===== src/rtl/radar_sim_pkg.sv =====
// Shared definitions for the radar trigger front end and the azimuth generator benches.
package radar_sim_pkg;

    typedef enum logic [1:0] {
        ST_DISABLED = 2'd0,
        ST_ARMED    = 2'd1,
        ST_HOLDOFF  = 2'd2,
        ST_RUN      = 2'd3
    } trig_state_e;

    localparam int CLK_PER_USEC_DEF  = 100;
    localparam int MIN_PERIOD_US_DEF = 100;
    localparam int MAX_PERIOD_US_DEF = 10000;

endpackage


===== src/rtl/trig_edge_filter.sv =====
// Synchronises the raw trigger and emits a one-cycle pulse once it has been
// high for MIN_TRIG_HIGH consecutive synchronised cycles.
module trig_edge_filter #(
    parameter int SYNC_STAGES   = 2,
    parameter int MIN_TRIG_HIGH = 3
) (
    input  logic clk_i,
    input  logic rst_ni,
    input  logic trig_i,
    output logic edge_o
);

    localparam int CW = $clog2(MIN_TRIG_HIGH + 1);
    localparam logic [CW-1:0] HIGH_N    = CW'(MIN_TRIG_HIGH);
    localparam logic [CW-1:0] HIGH_LAST = CW'(MIN_TRIG_HIGH - 1);

    logic [SYNC_STAGES-1:0] sync_q;
    logic [CW-1:0]          cnt_q, cnt_d;
    logic                   s;
    logic                   edge_q, edge_d;

    assign s = sync_q[SYNC_STAGES-1];

    // Counter saturates at MIN_TRIG_HIGH so the edge fires once per high period.
    always_comb begin
        cnt_d = '0;
        if (s) cnt_d = (cnt_q == HIGH_N) ? cnt_q : cnt_q + 1'b1;
        edge_d = s && (cnt_q == HIGH_LAST);
    end

    always_ff @(posedge clk_i or negedge rst_ni) begin
        if (!rst_ni) begin
            sync_q <= '0;
            cnt_q  <= '0;
            edge_q <= 1'b0;
        end else begin
            sync_q <= {sync_q[SYNC_STAGES-2:0], trig_i};
            cnt_q  <= cnt_d;
            edge_q <= edge_d;
        end
    end

    assign edge_o = edge_q;

endmodule


===== src/rtl/radar_trig_frontend.sv =====
// Radar trigger front end: filtered trigger strobe, phase-aligned µs tick,
// trigger period measurement, trigger count and timeout status.
module radar_trig_frontend
    import radar_sim_pkg::*;
#(
    parameter int CLK_PER_USEC  = CLK_PER_USEC_DEF,
    parameter int SYNC_STAGES   = 2,
    parameter int MIN_TRIG_HIGH = 3,
    parameter int MIN_PERIOD_US = MIN_PERIOD_US_DEF,
    parameter int MAX_PERIOD_US = MAX_PERIOD_US_DEF,
    parameter int PERIOD_W      = 16
) (
    input  logic                SYS_CLK,
    input  logic                SYS_RESETN,
    input  logic                EN,
    input  logic                RADAR_TRIG,
    output logic                RADAR_TRIG_PE,
    output logic                USEC_PE,
    output logic [PERIOD_W-1:0] TRIG_PERIOD_US,
    output logic                TRIG_VALID,
    output logic [31:0]         TRIG_COUNT,
    output logic                TRIG_REJECT,
    output logic                TRIG_TIMEOUT
);

    if (SYNC_STAGES < 2 || MIN_TRIG_HIGH < 1 || CLK_PER_USEC < 2 ||
        MIN_PERIOD_US >= MAX_PERIOD_US || MAX_PERIOD_US >= (2 ** PERIOD_W)) begin : g_bad_params
        $error("radar_trig_frontend: illegal parameter combination");
    end

    localparam int PRE_W = $clog2(CLK_PER_USEC);
    localparam logic [PRE_W-1:0]    PRE_LAST = PRE_W'(CLK_PER_USEC - 1);
    localparam logic [PERIOD_W-1:0] US_MIN   = PERIOD_W'(MIN_PERIOD_US);
    localparam logic [PERIOD_W-1:0] US_MAX   = PERIOD_W'(MAX_PERIOD_US);

    trig_state_e         state_q, state_d;
    logic [PRE_W-1:0]    presc_q;
    logic                usec_q;
    logic [PERIOD_W-1:0] us_q, us_d;
    logic                trig_pe_q, trig_pe_d;
    logic                reject_q, reject_d;
    logic [PERIOD_W-1:0] period_q, period_d;
    logic                valid_q, valid_d;
    logic                timeout_q, timeout_d;
    logic [31:0]         count_q, count_d;

    logic edge_s, accept, wrap, usec_tick;

    trig_edge_filter #(
        .SYNC_STAGES   (SYNC_STAGES),
        .MIN_TRIG_HIGH (MIN_TRIG_HIGH)
    ) u_filter (
        .clk_i  (SYS_CLK),
        .rst_ni (SYS_RESETN),
        .trig_i (RADAR_TRIG),
        .edge_o (edge_s)
    );

    assign accept    = edge_s && EN && (state_q == ST_ARMED || state_q == ST_RUN);
    assign wrap      = (presc_q == PRE_LAST);
    // An accepted trigger re-phases the prescaler and takes priority over the wrap tick.
    assign usec_tick = wrap && !accept;

    always_ff @(posedge SYS_CLK or negedge SYS_RESETN) begin
        if (!SYS_RESETN) begin
            presc_q <= '0;
            usec_q  <= 1'b0;
        end else begin
            presc_q <= (accept || wrap) ? '0 : presc_q + 1'b1;
            usec_q  <= usec_tick;
        end
    end

    always_ff @(posedge SYS_CLK or negedge SYS_RESETN) begin
        if (!SYS_RESETN) state_q <= ST_DISABLED;
        else             state_q <= state_d;
    end

    always_comb begin
        state_d = state_q;
        if (!EN) begin
            state_d = ST_DISABLED;
        end else begin
            case (state_q)
                ST_DISABLED: state_d = ST_ARMED;
                ST_ARMED:    if (accept) state_d = ST_HOLDOFF;
                ST_HOLDOFF: begin
                    if (us_q >= US_MAX)      state_d = ST_ARMED;
                    else if (us_q >= US_MIN) state_d = ST_RUN;
                end
                ST_RUN: begin
                    if (accept)              state_d = ST_HOLDOFF;
                    else if (us_q >= US_MAX) state_d = ST_ARMED;
                end
                default: state_d = ST_DISABLED;
            endcase
        end
    end

    always_comb begin
        trig_pe_d = 1'b0;
        reject_d  = 1'b0;
        period_d  = period_q;
        valid_d   = valid_q;
        timeout_d = timeout_q;
        count_d   = count_q;
        us_d      = us_q;
        if (usec_tick && us_q < US_MAX) us_d = us_q + 1'b1;

        case (state_q)
            ST_DISABLED: begin
                valid_d   = 1'b0;
                timeout_d = 1'b0;
                count_d   = '0;
                us_d      = '0;
            end
            ST_ARMED: begin
                // First trigger after enable or timeout: no period reference yet.
                if (accept) begin
                    trig_pe_d = 1'b1;
                    count_d   = count_q + 32'd1;
                    us_d      = '0;
                    timeout_d = 1'b0;
                end
            end
            ST_HOLDOFF: begin
                if (edge_s) reject_d = 1'b1;
                if (us_q >= US_MAX) begin
                    timeout_d = 1'b1;
                    valid_d   = 1'b0;
                end
            end
            ST_RUN: begin
                if (accept) begin
                    trig_pe_d = 1'b1;
                    count_d   = count_q + 32'd1;
                    period_d  = us_q;
                    valid_d   = 1'b1;
                    timeout_d = 1'b0;
                    us_d      = '0;
                end else if (us_q >= US_MAX) begin
                    timeout_d = 1'b1;
                    valid_d   = 1'b0;
                end
            end
            default: ;
        endcase

        if (!EN) begin
            trig_pe_d = 1'b0;
            reject_d  = 1'b0;
            valid_d   = 1'b0;
            timeout_d = 1'b0;
            count_d   = '0;
            us_d      = '0;
        end
    end

    always_ff @(posedge SYS_CLK or negedge SYS_RESETN) begin
        if (!SYS_RESETN) begin
            us_q      <= '0;
            trig_pe_q <= 1'b0;
            reject_q  <= 1'b0;
            period_q  <= '0;
            valid_q   <= 1'b0;
            timeout_q <= 1'b0;
            count_q   <= '0;
        end else begin
            us_q      <= us_d;
            trig_pe_q <= trig_pe_d;
            reject_q  <= reject_d;
            period_q  <= period_d;
            valid_q   <= valid_d;
            timeout_q <= timeout_d;
            count_q   <= count_d;
        end
    end

    assign RADAR_TRIG_PE  = trig_pe_q;
    assign USEC_PE        = usec_q;
    assign TRIG_PERIOD_US = period_q;
    assign TRIG_VALID     = valid_q;
    assign TRIG_COUNT     = count_q;
    assign TRIG_REJECT    = reject_q;
    assign TRIG_TIMEOUT   = timeout_q;

endmodule

===== config.mk =====
export PLATFORM = sky130hd
export DESIGN_NAME = radar_trig_frontend
export DESIGN_NICKNAME = d
export VERILOG_FILES = /design/src/rtl/radar_sim_pkg.sv /design/src/rtl/trig_edge_filter.sv /design/src/rtl/radar_trig_frontend.sv
export SDC_FILE = /design/constraint.sdc
export NUM_CORES = 1
export LEC_CHECK = 0
export CORE_ASPECT_RATIO = 1.1
export CORE_MARGIN = 3
export CORE_UTILIZATION = 35
export CTS_CLUSTER_DIAMETER = 150
export DETAILED_ROUTE_END_ITERATION = 7
export GPL_TIMING_DRIVEN = 0
export HOLD_SLACK_MARGIN = 0.15
export SETUP_SLACK_MARGIN = 0.3
export SYNTH_ARGS = -nofsm -noshare
export SYNTH_HDL_FRONTEND = slang
export SYNTH_SLANG_ARGS = --single-unit

===== constraint.sdc =====
create_clock -name SYS_CLK -period 3.55 [get_ports SYS_CLK]
set_input_delay 0.71 -clock SYS_CLK [delete_from_list [all_inputs] [get_ports SYS_CLK]]
set_output_delay 0.71 -clock SYS_CLK [all_outputs]
set_load 0.03 [all_outputs]

==> impl_results.md <==
* Seq/Total Area, Yosys at between 50% and 60%
* WP data arrival at roughly 2.8 ns
* Yosys top cell area share at between 50 and 60%
* Max VDD drop at 0.276 mV
* Diodes inserted at 0
* # resized after CTS at 0
* CTS max path bufs at 2
* Max cap viols at 0
* Most frequent cells after synthesis: dfrtp_1 (83), nor2_1 (57), xor2_1 (32)
* Initial DRC count at 130
* I/O Buffers at 56
* Crit path from: EN
* Hold-fix buffers, CTS at 0
* Die X at 106 µm
* Sink Count at 83
* Die extent in y at 116 µm
* Initial Utilization at 36.4%
* Unrepaired setup endpoints after global routing: no
* Post-synth EDFFs at 0
* Leakage Power at 2.06 nW
* Req. time, crit path at 3.76 ns
* IO Pins at 57
* Number of global-route vias before repair at 2,841
* Most common cell in the netlist: dfrtp_1
* TritonRoute pass-1 iters at 4
* Yosys cell types at 38
* Clock root cell: clkbuf_16
* Worst slew pin tran at ~0.53 ns
* Async SR Flop Fraction at 100%
* Post-route setup TNS at 0 ns
* Nets at 447
* Top post-synthesis cells by area: dfrtp_1 (54%), xor2_1 (7.3%), nor2_1 (5.6%)
* WS Path Type: primary input to flip-flop
* Final setup fails at 0
* WL/cell at 14.0 µm
* Final HPWL DP at about 5.9 mm
* Mean cell area of the mapped netlist at 10.3 µm²
* Row count at 39
* Inserted Clock Buffers at 9
* First-pass GRT wire length at 14.0 mm
* Antenna Nets Post-Route at 0
* Area Growth Syn to Fin at 28.3%
* Worst Slack Setup Final at 0.993 ns
* Share of layout cells above drive strength 1 at 9.05%
* Prevailing post-synth register cell: dfrtp_1
* Core area at 10,500 µm²
* Filler Cell Count at 991
* Pre-CTS worst setup slack at 0.623 ns
* Vias at 2,894
* CTS tree: built
* Core Util, Final at 46.7%
* Startpoint Class: primary input
* Synthesis Warnings at 0
* Tot GR Track Use at 14.2%
* RR Startpoint: us_q[6]$_DFF_PN0_
* Post-synth net total at 379
* Hold Path Class: primary input to async pin
* DIE AREA at 12,200 µm²
* Fin. max-slew vios at 0
* Insertion delay to the later sink of the worst-skew pair at around 0.33 ns
* Residual DRC at 0
* Fin crit share at 72.0%
* Period minus WS final at 2.56 ns
* Initial antenna violation count at 0
* CP Capture Type: flip-flop
* Global route total overflow at 0
* Status: finished, final reports clean
* Post-Syn Area at 3820 µm²
* Vias per cell at 4.95
* H-Tree Level Count at 3
* Cell taking the most area after synthesis: dfrtp_1
* Final Hold Fails at 0
* Clk slew on worst S/H paths at 0.06 ns
* CP Max Fanout at 10
* Synthesis-stage register bit count at 83
* Total Wirelength at between 8 and 9 mm
* Cell count after synthesis at 369
* RD Place Congestion at 0.795
* PD cells at 449 nW/µm²
* Max Freq at just under 0.4 GHz
* Setup Skew at 0.00764 ns
* FF-to-FF path depth at 6
* Slew headroom at 64.6%
* Post-CTS setup buffers at 0
* Largest net degree at the start of global routing at 62
## path summary, 6_finish.rpt
check	to	slack (ns)
worst max register to register	us_q[9]$_DFF_PN0_	1.43
worst min-delay path	TRIG_PERIOD_US[3]$_DFFE_PN0P_	0.27
worst max-delay path	TRIG_PERIOD_US[12]$_DFFE_PN0P_	0.99
max in group asynchronous	TRIG_COUNT[12]$_DFFE_PN0P_	2.68
worst min register to register	u_filter.sync_q[1]$_DFF_PN0_	0.35
min in group SYS_CLK	u_filter.sync_q[1]$_DFF_PN0_	0.35
## per-stage QoR
stage | power (mW) | std cells | hold slack, ns | area [µm²]
2_1_floorplan | 1.19 | 369 | 0.331 | 3820
6_report | 2.20 | 585 | 0.270 | 4900
3_3_place_gp | 1.25 | 568 | 0.333 | 4560
5_1_grt | 2.30 | 585 | 0.286 | 4900
3_5_place_dp | 1.26 | 569 | 0.335 | 4580
4_1_cts | 2.22 | 585 | 0.275 | 4900
## worst max-delay path, cell delays in order
cell,delay [ns]
clkdlybuf4s50_1,0.52
nand3_1,0.25
inv_2,0.13
nand2_1,0.31
clkbuf_1,0.45
mux2_2,0.39
## kinds of logic after synthesis
family / share of synthesized area, %
compound gates: 5.15
xor+xnor: 9.41
fa+ha+maj: 1.97
buf+inv: 2.16
flops: 54.4
mux: 4.42
simple gates: 22.5
## area by class of cell
type / count / area [µm²] / share of cell area, %
tap: 143 / 179 / 3.65
multi-input combinational: 265 / 1660 / 33.9
clock buffer: 12 / 267 / 5.44
clock inverter: 4 / 47.5 / 0.971
sequential: 83 / 2080 / 42.4
buffer: 11 / 45.0 / 0.920
inverter: 10 / 37.5 / 0.767
timing repair buffer: 57 / 586 / 12.0
## cell usage in the layout (no fill, tap or decap), types with 2 or more instances in the layout
cell type / n
o211ai_1: 2
a21oi_1: 10
o21a_1: 2
clkbuf_1: 9
nor2b_1: 2
clkbuf_16: 9
clkbuf_8: 3
ha_1: 6
clkinv_2: 2
nand2_1: 26
nor4_1: 4
nand4_1: 22
xnor2_1: 9
and4_1: 3
and2_1: 8
or3_1: 6
nor3_1: 6
nor2_1: 57
mux2_2: 15
dfrtp_1: 83
buf_4: 2
nand3_1: 19
o21ai_0: 12
and3_1: 11
xor2_1: 32
inv_1: 9
clkdlybuf4s50_1: 55
## state kept, by name, summed over array words and instances, names as in the netlist
register and cells:
RADAR_TRIG_PE 1, TRIG_COUNT 32, TRIG_PERIOD_US 16, TRIG_REJECT 1
TRIG_TIMEOUT 1, TRIG_VALID 1, USEC_PE 1, presc_q 7
state_q 2, u_filter.cnt_q 2, u_filter.edge_o 1, u_filter.sync_q 2
us_q 16
## report_power, final
part / total, mW / internal [mW] / switching, mW
Combinational: 0.195 / 0.0808 / 0.114
Sequential: 1.04 / 0.998 / 0.0456
Clock: 0.963 / 0.600 / 0.363
Total: 2.20 / 1.68 / 0.522
## layer usage
metal | part of all wire (%) | GRT usage [%] | vias up | routed length, µm
met5 | 0 | 0 | - | 0
met1 | 48 | 19.7 | 1422 | 3960
met2 | 46 | 21.9 | 50 | 3810
met4 | 1.6 | 5.79 | 0 | 131
li1 | - | - | 1411 | -
met3 | 3.9 | 2.95 | 11 | 321
Note: power is estimated with default switching activity, not from simulation.
